--- src/rtl/uart_rx.sv ---
// ---------------------------------------------------------------------------
// uart_rx
//
// Serial receive stage for the UART link. The asynchronous line i_rx is
// synchronised and oversampled at CLKS_PER_BIT clocks per bit. Frames are
// 8N1 by default (DATA_BITS data bits, LSB first). When the macro
// UART_RX_PARITY_EN is defined, the frame also carries one even-parity bit
// after the data bits. Each received byte is handed to the consumer through
// a valid/ready holding register.
//
// Ports
//   i_clk    : single rising-edge clock
//   i_rst    : synchronous, active-high reset
//   i_rx     : asynchronous serial line, idles high
//   i_ready  : consumer takes o_data when o_valid && i_ready
//   o_data   : byte held in the holding register
//   o_valid  : holding register is full
//   o_error  : status of the held frame
//              bit0 framing, bit1 parity, bit2 overrun, bit3 break
//   o_rts    : registered !o_valid, paces the remote transmitter
//
// Configuration macro
//   UART_RX_PARITY_EN : adds the PARITY state and the parity check. When it
//                       is undefined, o_error[1] is always 0.
//
// Parameters
//   CLKS_PER_BIT : clocks per bit period, 4 or more
//   DATA_BITS    : data bits per frame, 5 to 9
// ---------------------------------------------------------------------------
module uart_rx #(
   parameter int CLKS_PER_BIT = 16,
   parameter int DATA_BITS    = 8
) (
   input  logic                 i_clk,
   input  logic                 i_rst,
   input  logic                 i_rx,
   input  logic                 i_ready,
   output logic [DATA_BITS-1:0] o_data,
   output logic                 o_valid,
   output logic [3:0]           o_error,
   output logic                 o_rts
);

   localparam int PHASE_W = $clog2(CLKS_PER_BIT);
   localparam int IDX_W   = $clog2(DATA_BITS + 1);

   localparam logic [PHASE_W-1:0] PHASE_FULL = PHASE_W'(CLKS_PER_BIT - 1);
   localparam logic [PHASE_W-1:0] PHASE_HALF = PHASE_W'(CLKS_PER_BIT / 2 - 1);
   localparam logic [PHASE_W-1:0] PHASE_ONE  = PHASE_W'(1);
   localparam logic [IDX_W-1:0]   IDX_LAST   = IDX_W'(DATA_BITS - 1);
   localparam logic [IDX_W-1:0]   IDX_ONE    = IDX_W'(1);

   typedef enum logic [2:0] {
      S_IDLE,
      S_START,
      S_DATA,
`ifdef UART_RX_PARITY_EN
      S_PARITY,
`endif
      S_STOP
   } state_t;

   // Line synchroniser and edge detector
   logic rxMeta_q;
   logic rxSync_q;
   logic rxPrev_q;
   logic rxFall;

   // Receive FSM state, counters and frame capture
   state_t               state_q;
   logic [PHASE_W-1:0]   phase_q;
   logic [IDX_W-1:0]     idx_q;
   logic [DATA_BITS-1:0] shift_q;
   logic                 stopBit_q;
   logic                 commit_q;
   logic                 phaseZero;
`ifdef UART_RX_PARITY_EN
   logic                 parBit_q;
`endif

   // Holding register
   logic [DATA_BITS-1:0] data_q;
   logic [DATA_BITS-1:0] data_d;
   logic                 valid_q;
   logic                 valid_d;
   logic [3:0]           error_q;
   logic [3:0]           error_d;
   logic                 rts_q;

   // Status of the frame being committed
   logic                 accept;
   logic                 frameErr;
   logic                 parityErr;
   logic                 breakErr;

   // Two flops bring i_rx into the clock domain. Both reset to the idle
   // level so that leaving reset never looks like a start edge. The third
   // flop remembers the previous synchronised value so that a 1->0
   // transition can be seen as a start-bit edge.
   always_ff @(posedge i_clk) begin
      if (i_rst) begin
         rxMeta_q <= 1'b1;
         rxSync_q <= 1'b1;
         rxPrev_q <= 1'b1;
      end else begin
         rxMeta_q <= i_rx;
         rxSync_q <= rxMeta_q;
         rxPrev_q <= rxSync_q;
      end
   end

   assign rxFall    = rxPrev_q & ~rxSync_q;
   assign phaseZero = (phase_q == '0);

   // Receive FSM. The phase counter counts down to zero, and every bit
   // decision is made at zero. START is entered with half a bit loaded, so
   // every later sample (one full bit apart) falls in the middle of its bit.
   // Every state change reloads both counters, so neither counter can wrap
   // into a stale value.
   //
   // The stop-bit sample sets commit_q. The holding register then takes the
   // frame on the next edge. The FSM returns to IDLE at the middle of the
   // stop bit, so it is already armed for a start edge that follows with no
   // idle gap. shift_q is not rewritten until the next frame's first data
   // sample, so it is still valid when the commit is consumed.
   always_ff @(posedge i_clk) begin
      if (i_rst) begin
         state_q   <= S_IDLE;
         phase_q   <= '0;
         idx_q     <= '0;
         shift_q   <= '0;
         stopBit_q <= 1'b1;
         commit_q  <= 1'b0;
`ifdef UART_RX_PARITY_EN
         parBit_q  <= 1'b0;
`endif
      end else begin
         commit_q <= 1'b0;
         case (state_q)
            S_IDLE: begin
               if (rxFall) begin
                  state_q <= S_START;
                  phase_q <= PHASE_HALF;
                  idx_q   <= '0;
               end
            end

            S_START: begin
               if (phaseZero) begin
                  if (rxSync_q) begin
                     // The line is high again at mid-start: treat it as a glitch
                     state_q <= S_IDLE;
                     phase_q <= '0;
                     idx_q   <= '0;
                  end else begin
                     state_q <= S_DATA;
                     phase_q <= PHASE_FULL;
                     idx_q   <= '0;
                  end
               end else begin
                  phase_q <= phase_q - PHASE_ONE;
               end
            end

            S_DATA: begin
               if (phaseZero) begin
                  for (int b = 0; b < DATA_BITS; b++) begin
                     if (idx_q == IDX_W'(b)) begin
                        shift_q[b] <= rxSync_q;
                     end
                  end
                  phase_q <= PHASE_FULL;
                  if (idx_q == IDX_LAST) begin
                     idx_q <= '0;
`ifdef UART_RX_PARITY_EN
                     state_q <= S_PARITY;
`else
                     state_q <= S_STOP;
`endif
                  end else begin
                     idx_q <= idx_q + IDX_ONE;
                  end
               end else begin
                  phase_q <= phase_q - PHASE_ONE;
               end
            end

`ifdef UART_RX_PARITY_EN
            S_PARITY: begin
               if (phaseZero) begin
                  parBit_q <= rxSync_q;
                  state_q  <= S_STOP;
                  phase_q  <= PHASE_FULL;
                  idx_q    <= '0;
               end else begin
                  phase_q <= phase_q - PHASE_ONE;
               end
            end
`endif

            S_STOP: begin
               if (phaseZero) begin
                  stopBit_q <= rxSync_q;
                  commit_q  <= 1'b1;
                  state_q   <= S_IDLE;
                  phase_q   <= '0;
                  idx_q     <= '0;
               end else begin
                  phase_q <= phase_q - PHASE_ONE;
               end
            end

            default: begin
               state_q <= S_IDLE;
               phase_q <= '0;
               idx_q   <= '0;
            end
         endcase
      end
   end

   // Error flags of the frame being committed. Break means the line stayed
   // low for the whole frame: every data bit is zero and the stop bit is low.
   assign frameErr = ~stopBit_q;
   assign breakErr = (shift_q == '0) & ~stopBit_q;
`ifdef UART_RX_PARITY_EN
   assign parityErr = (^shift_q) ^ parBit_q;
`else
   assign parityErr = 1'b0;
`endif

   assign accept = valid_q & i_ready;

   // Next state of the holding register. A commit loads the register when
   // it is empty or is being emptied on this same edge. In that case the
   // accept and the load combine, and no overrun is reported. A commit into
   // a full register that is not being accepted drops the new frame and only
   // sets the sticky overrun flag. The old byte stays visible.
   always_comb begin
      data_d  = data_q;
      valid_d = valid_q;
      error_d = error_q;
      if (commit_q && (!valid_q || i_ready)) begin
         data_d  = shift_q;
         valid_d = 1'b1;
         error_d = {breakErr, 1'b0, parityErr, frameErr};
      end else if (commit_q) begin
         error_d[2] = 1'b1;
      end else if (accept) begin
         valid_d = 1'b0;
         error_d = '0;
      end
   end

   // Holding register and flow control. o_rts follows o_valid one cycle
   // later. This keeps the remote transmitter's pacing signal glitch-free.
   always_ff @(posedge i_clk) begin
      if (i_rst) begin
         data_q  <= '0;
         valid_q <= 1'b0;
         error_q <= '0;
         rts_q   <= 1'b1;
      end else begin
         data_q  <= data_d;
         valid_q <= valid_d;
         error_q <= error_d;
         rts_q   <= ~valid_q;
      end
   end

   assign o_data  = data_q;
   assign o_valid = valid_q;
   assign o_error = error_q;
   assign o_rts   = rts_q;

endmodule

--- config.mk ---
export PLATFORM = sky130hd
export DESIGN_NAME = uart_rx
export DESIGN_NICKNAME = d
export VERILOG_FILES = /design/src/rtl/uart_rx.sv
export SDC_FILE = /design/constraint.sdc
export NUM_CORES = 1
export LEC_CHECK = 0
export CAP_MARGIN = 15
export CORE_MARGIN = 5
export CORE_UTILIZATION = 45
export DETAILED_ROUTE_END_ITERATION = 10
export PLACE_DENSITY_LB_ADDON = 0.3
export REMOVE_ABC_BUFFERS = 1
export SETUP_SLACK_MARGIN = 0.2
export SYNTH_ARGS = -nofsm -noshare
export SYNTH_HDL_FRONTEND = slang
export SYNTH_SLANG_ARGS = --single-unit
--- constraint.sdc ---
create_clock -name i_clk -period 3.2 [get_ports i_clk]
set_input_delay 0.48 -clock i_clk [delete_from_list [all_inputs] [get_ports i_clk]]
set_output_delay 0.48 -clock i_clk [all_outputs]
set_load 0.02 [all_outputs]
==> metrics, run 1 <==
Pint 0.6818 mW; Worst Path Max Fanout 19; total power 0.9570 mW; RR Endpoint idx_q[3]; worst-margin pin slew 0.5627 ns; Sw Pwr 0.2752 mW; final setup TNS 0 ns; Fin Clk Skew 0.004802 ns; clock root cell clkbuf_8; Final Critical Period 1.850 ns; hold endpoint rxSync_q; worst hold-check path type register to register; TritonCTS clock tree done; Multi-input gate area 870.8 µm²; DP HPWL 2283 µm; DRT iter0 DRCs 81; commonest non-fill, non-tap cell in the layout dfxtp_1; most frequent cells in the layout 36 x dfxtp_1, 25 x nor2_1, 16 x clkdlybuf4s50_1; Register Area 720.7 µm²; Post-CTS Setup Repair Bufs 0; slowest CP cell dfxtp_1; largest net degree at the start of global routing 26; outcome complete, no violations; TritonCTS Buffers 5; initial antenna violation count 0; WP depth 7; Worst setup EP type register; clock slew seen by the registers of the worst setup and hold paths 0.07 ns; Primary FF master, synth dfxtp_1; CP Cell Sequence inv_1 -> ha_1 -> nor3b_4 -> buf_4 -> mux2i_1 -> nand2b_1 -> o41ai_2; crit start category register; via count of the routed design 1313; Required @ worst endpoint 3.39 ns; Skew-Pair Late Insertion Delay 0.29 ns; Starting Density 46.07%; RR Startpoint phase_q[0]; hold depth 1; Seq pwr share 50.7%; asr flop ratio synth 0%; Worst Path Arrival 2.04 ns; area of placed instances 0.001864 mm²; Switching Fraction 28.76%; static leakage 0.7937 nW; relative slew slack 62.49%; wire per inst 13.00 µm; final antenna-violating net count 0; register area share after synthesis 43.05%; Slew Limit Fails 0; Vias/cell 5.316; first-pass GRT wire length 5471 µm; Max-Cap Viols 0; Max IR drop VDD 0.3424 mV; gp weighted congestion 0.8245; post-layout util 53.72%; Site Rows 22; Pre-Repair DR Iteration Count 4; Hold Path Origin rxMeta_q; Cell Pwr Density 490.3 mW/mm²; Detailed Route WL 3210 µm; fin area 0.001952 mm²; WS Path Type register to register; reg2reg setup slack 1.35 ns; htree depth 2; Largest delay share family, worst path simple AND/OR/NAND/NOR gates; Resize count post-CTS 0; R2R depth 7; Final Hold Violating Endpoints 0; Final Setup Violations 0; warning count from the yosys run 0; fill cell count 335; Max Root-Sink Buffers 2; clock sinks 36; total track usage 13.51%; Mapped Avg Cell Area 9.148 µm²; IO Port Bufs 16; Core Region 0.003633 mm²; Die Ht 71.00 µm; Post-Syn Area 0.001674 mm²; Die ar. 0.005040 mm²; I/O pin count 18; Post-synth EDFFs 0; clock network power share 32.8%; Nets 209; number of global-route vias before repair 1277; share of layout cells above drive strength 1 9.548%; Buffers & Inverters on Critical Path 2; area grow syn2layout 16.59%; Period Utilization, post-route 57.81%; Post-CTS Hold Fix Bufs 0; grt ovf 0; #FFs+latches synth 36; Max Clk Rate 540.6 MHz; # diodes 0; synth unique cells 40; Residual DRC 0; unrepaired setup endpoints after global routing false; synthesized instance count 183; Gate power share 16.5%; max incr delay on CP 0.34 ns; die width 71.00 µm
## synthesized netlist by cell type (all sizes together) (4+ instances only)
library cell / n / share of area [%]
nand4b: 6 / 3.1
nand3b: 5 / 2.2
clkbuf: 6 / 1.3
o21ai: 9 / 2.7
nand4: 4 / 1.5
nand2b: 6 / 2.2
dfxtp: 36 / 43
nand3: 4 / 1.2
nand2: 8 / 1.8
a21oi: 9 / 2.9
nor2: 25 / 5.6
ha: 7 / 5.2
inv: 8 / 1.8
buf: 5 / 1.8
mux2i: 15 / 9.0
## worst max-delay path by stage
| stage | end | slack [ns] | startpoint |
|---|---|---|---|
| 6_report | idx_q[3] | 1.35 | phase_q[0] |
| 3_3_place_gp | o_data[3] | 1.28 | i_ready |
| 3_5_place_dp | o_data[3] | 1.23 | i_ready |
| 5_1_grt | phase_q[0] | 1.18 | phase_q[0] |
| 2_1_floorplan | idx_q[3] | 1.43 | phase_q[0] |
| 4_1_cts | idx_q[3] | 1.35 | phase_q[0] |
## flip-flops by register name, indices dropped and copies added (netlist names)
| signal | cells |
|---|---|
| o_error | 3 |
| o_valid | 1 |
| idx_q | 4 |
| o_rts | 1 |
| stopBit_q | 1 |
| commit_q | 1 |
| o_data | 8 |
| rxPrev_q | 1 |
| phase_q | 4 |
| rxSync_q | 1 |
| state_q | 2 |
| rxMeta_q | 1 |
| shift_q | 8 |
## cell type report
class / instances / area share, %
inverter: 8 / 1.538
sequential: 36 / 36.92
timing repair buffer: 19 / 9.359
clock buffer: 5 / 3.526
multi-input combinational: 128 / 44.62
tap: 48 / 3.077
clock inverter: 3 / 0.9615
## power by group through the flow
| stage | logic [mW] | clock network, mW | registers, mW |
|---|---|---|---|
| 2_1_floorplan | 0.115 | 0 | 0.489 |
| 3_3_place_gp | 0.151 | 0 | 0.493 |
| 3_5_place_dp | 0.157 | 0 | 0.495 |
| 4_1_cts | 0.157 | 0.322 | 0.485 |
| 5_1_grt | 0.175 | 0.339 | 0.487 |
| 6_report | 0.158 | 0.314 | 0.485 |
## layer usage
layer | vias up | wire length (µm) | GRT usage [%]
met4 | 0 | 24 | 6.889
li1 | 667 | - | -
met1 | 606 | 1466 | 15.87
met3 | 2 | 200 | 3.835
met2 | 38 | 1518 | 22.35
met5 | - | 0 | 0
## kinds of logic after synthesis
group | after synthesis | synth area share [%]
DFF | 36 | 43.05
muxes | 15 | 8.968
and+or+nand+nor | 73 | 24.74
other | 1 | 0.2240
adders and majority gates | 7 | 5.231
buffers and inverters | 19 | 4.932
AOI/OAI and AO/OA | 32 | 12.86
## metrics by stage
step	std cells	worst slack, ns	hold WS (ns)
finish	247	1.350	0.4157
floorplan	172	1.433	0.3895
global placement	239	1.276	0.3937
CTS	247	1.352	0.4194
global route	247	1.178	0.4506
detailed placement	239	1.234	0.3991
No activity file was read; power rests on OpenSTA's default activity.
==> run 2, diff against run 1 <==
clock period = 1.5 ns   (was 3.2 ns; I/O delays follow)
==> run 2 against run 1 <==
  * The flow now finishes with violations (setup timing)
  * Sequential cell count is the same
  * Global-route usage grew 2.7 points
  * Sequential share of layout area shrank 3.9 points
  * Combinational power grew to 3.9 times the previous value
  * Sequential power grew 110%
  * Die area is the same
  * Largest power group unchanged
==> metrics, run 2 (synthesized netlist as in run 1, its figures left out) <==
Max-Cap Viols 0 (unchanged); Largest delay share family, worst path simple AND/OR/NAND/NOR gates; Worst setup EP type register; Vias/cell 5.422 (+2.0%); Final Setup Violations 9 (+9); DRT iter0 DRCs 82 (+1.2%); first-pass GRT wire length 6506 µm (+19%); Max Root-Sink Buffers 2 (unchanged); post-layout util 60.40% (+6.7 points); max incr delay on CP 0.33 ns (about the same); grt ovf 0 (unchanged); initial antenna violation count 0 (unchanged); CP Cell Sequence inv_2 -> ha_4 -> nor3b_4 -> buf_6 -> nand4b_1 -> mux2i_1 -> nor2_1; Detailed Route WL 3838 µm (+20%); crit start category register; Multi-input gate area 938.4 µm² (+7.8%); Final Hold Violating Endpoints 0 (unchanged); worst hold-check path type register to register; Fin Clk Skew 0.01088 ns (+0.006076 ns); share of layout cells above drive strength 1 26.36% (+17 points); most frequent cells in the layout 33 x dfxtp_1, 23 x nor2_1, 21 x buf_4; wire per inst 14.32 µm (+10%); final antenna-violating net count 0 (unchanged); via count of the routed design 1453 (+11%); Site Rows 22 (unchanged); met1 usage 19.51% (+3.6 points); TritonCTS clock tree done; DP HPWL 2606 µm (+14%); area grow syn2layout 31.09%; grt met2 use 26.16% (+3.8 points); Period Utilization, post-route 105.4% (+48 points); reg2reg setup slack -0.08 ns (-1.43 ns); Pre-Repair DR Iteration Count 4 (unchanged); commonest non-fill, non-tap cell in the layout dfxtp_1; Required @ worst endpoint 1.68 ns (-1.71 ns); number of global-route vias before repair 1418 (+11%); htree depth 2 (unchanged); gp weighted congestion 0.8871 (+7.6%); fill cell count 327 (-2.4%); Slew Limit Fails 0 (unchanged); total power 2.279 mW (+140%); dpl ws -0.1749 ns (-1.409 ns); slowest CP cell dfxtp_2; clock root cell clkbuf_8; Cell Pwr Density 1039 mW/mm² (+110%); WS Path Type register to register; Final Critical Period 1.582 ns (-0.2681 ns); GRT busiest layer met2; met3 usage 5.114% (+1.3 points); Buffers & Inverters on Critical Path 2 (unchanged); largest net degree at the start of global routing 25 (-3.8%); I/O pin count 18 (unchanged); Worst Path Max Fanout 7 (-12); outcome complete, but fails checks; unrepaired setup endpoints after global routing true; Die Ht 71.00 µm (unchanged); Max Clk Rate 632.3 MHz (+17%); failing checks setup timing; Max IR drop VDD 0.5807 mV (+70%); clock slew seen by the registers of the worst setup and hold paths 0.08 ns (about the same); Post-CTS Hold Fix Bufs 0 (unchanged); Core Region 0.003633 mm² (unchanged); # diodes 0 (unchanged); static leakage 0.9675 nW (+22%); clock sinks 36 (unchanged); Starting Density 46.07% (unchanged); Setup WS post-layout -0.08164 ns (-1.432 ns); Nets 231 (+11%); Skew-Pair Late Insertion Delay 0.29 ns (about the same); total track usage 16.17% (+2.7 points); TritonCTS Buffers 5 (unchanged); die width 71.00 µm (unchanged); Worst Path Arrival 1.76 ns (-0.28 ns); Register Area 724.4 µm² (+0.52%); Residual DRC 0 (unchanged); Die ar. 0.005040 mm² (unchanged); IO Port Bufs 16 (unchanged)
==> run 2: cell count changes in the layout (fill, tap and decap cells not counted), moves of 3 or more <==
cell	before	now
o21ai_0	9	6
dfxtp_1	36	33
clkdlybuf4s50_1	16	3
dlygate4sd2_1	0	13
dfxtp_2	0	3
buf_4	3	21
==> run 2: per-stage QoR <==
step,TNS [ns],hold slack (ns),cell area [µm²],cells
after floorplan,-1.802,0.2874,1622,172
after detailed placement,-0.9888,0.4014,2017,256
after CTS,-0.1895,0.4169,2127,264
final,-0.2500,0.4133,2195,268
after global placement,-0.05728,0.4007,2017,256
after global routing,-1.575,0.4316,2195,268
==> run 2: per-layer routing <==
| metal | vias to the layer above | part of all wire, % | routed length, µm |
|---|---|---|---|
| met3 | 12 | 5.0 | 193 |
| met5 | - | 0 | 0 |
| met2 | 42 | 48 | 1836 |
| met4 | 0 | 2.9 | 110 |
| li1 | 716 | - | - |
| met1 | 683 | 44 | 1699 |
==> run 2: worst register-to-register path: stages (launching register included) <==
cell,delay [ns]
dfxtp_2,0.33
inv_2,0.08
ha_4,0.14
nor3b_4,0.32
buf_6,0.18
nand4b_1,0.17
mux2i_1,0.20
nor2_1,0.05
==> run 2: where the power goes <==
group	leakage (nW)	switching [mW]	internal, mW
combinational	0.634	0.296	0.314
sequential	0.293	0.0355	0.985
clock	0.0410	0.333	0.316
total	0.967	0.665	1.61
==> run 2: repair_timing <==
item                                    in CTS  in global routing
buffers inserted                             0                  4
resized for setup                           26                 15
pin swaps                                    7                  9
endpoints found under the setup margin      33                 26
cloned                                       1                  0
==> run 2: area by class of cell <==
type,instances,area share (%)
Inverter,8,1.368
Clock inverter,1,0.2281
Tap cell,48,2.737
Multi-Input combinational cell,128,42.76
Sequential cell,36,33.01
Timing Repair Buffer,41,16.59
Clock buffer,6,3.307
==> run 2: worst paths after layout <==
kind	startpoint	endpoint	cells after the start
min	rxMeta_q	rxSync_q	1
min reg2reg	rxMeta_q	rxSync_q	1
max reg2reg	phase_q[0]	shift_q[2]	7
max	phase_q[0]	shift_q[2]	7
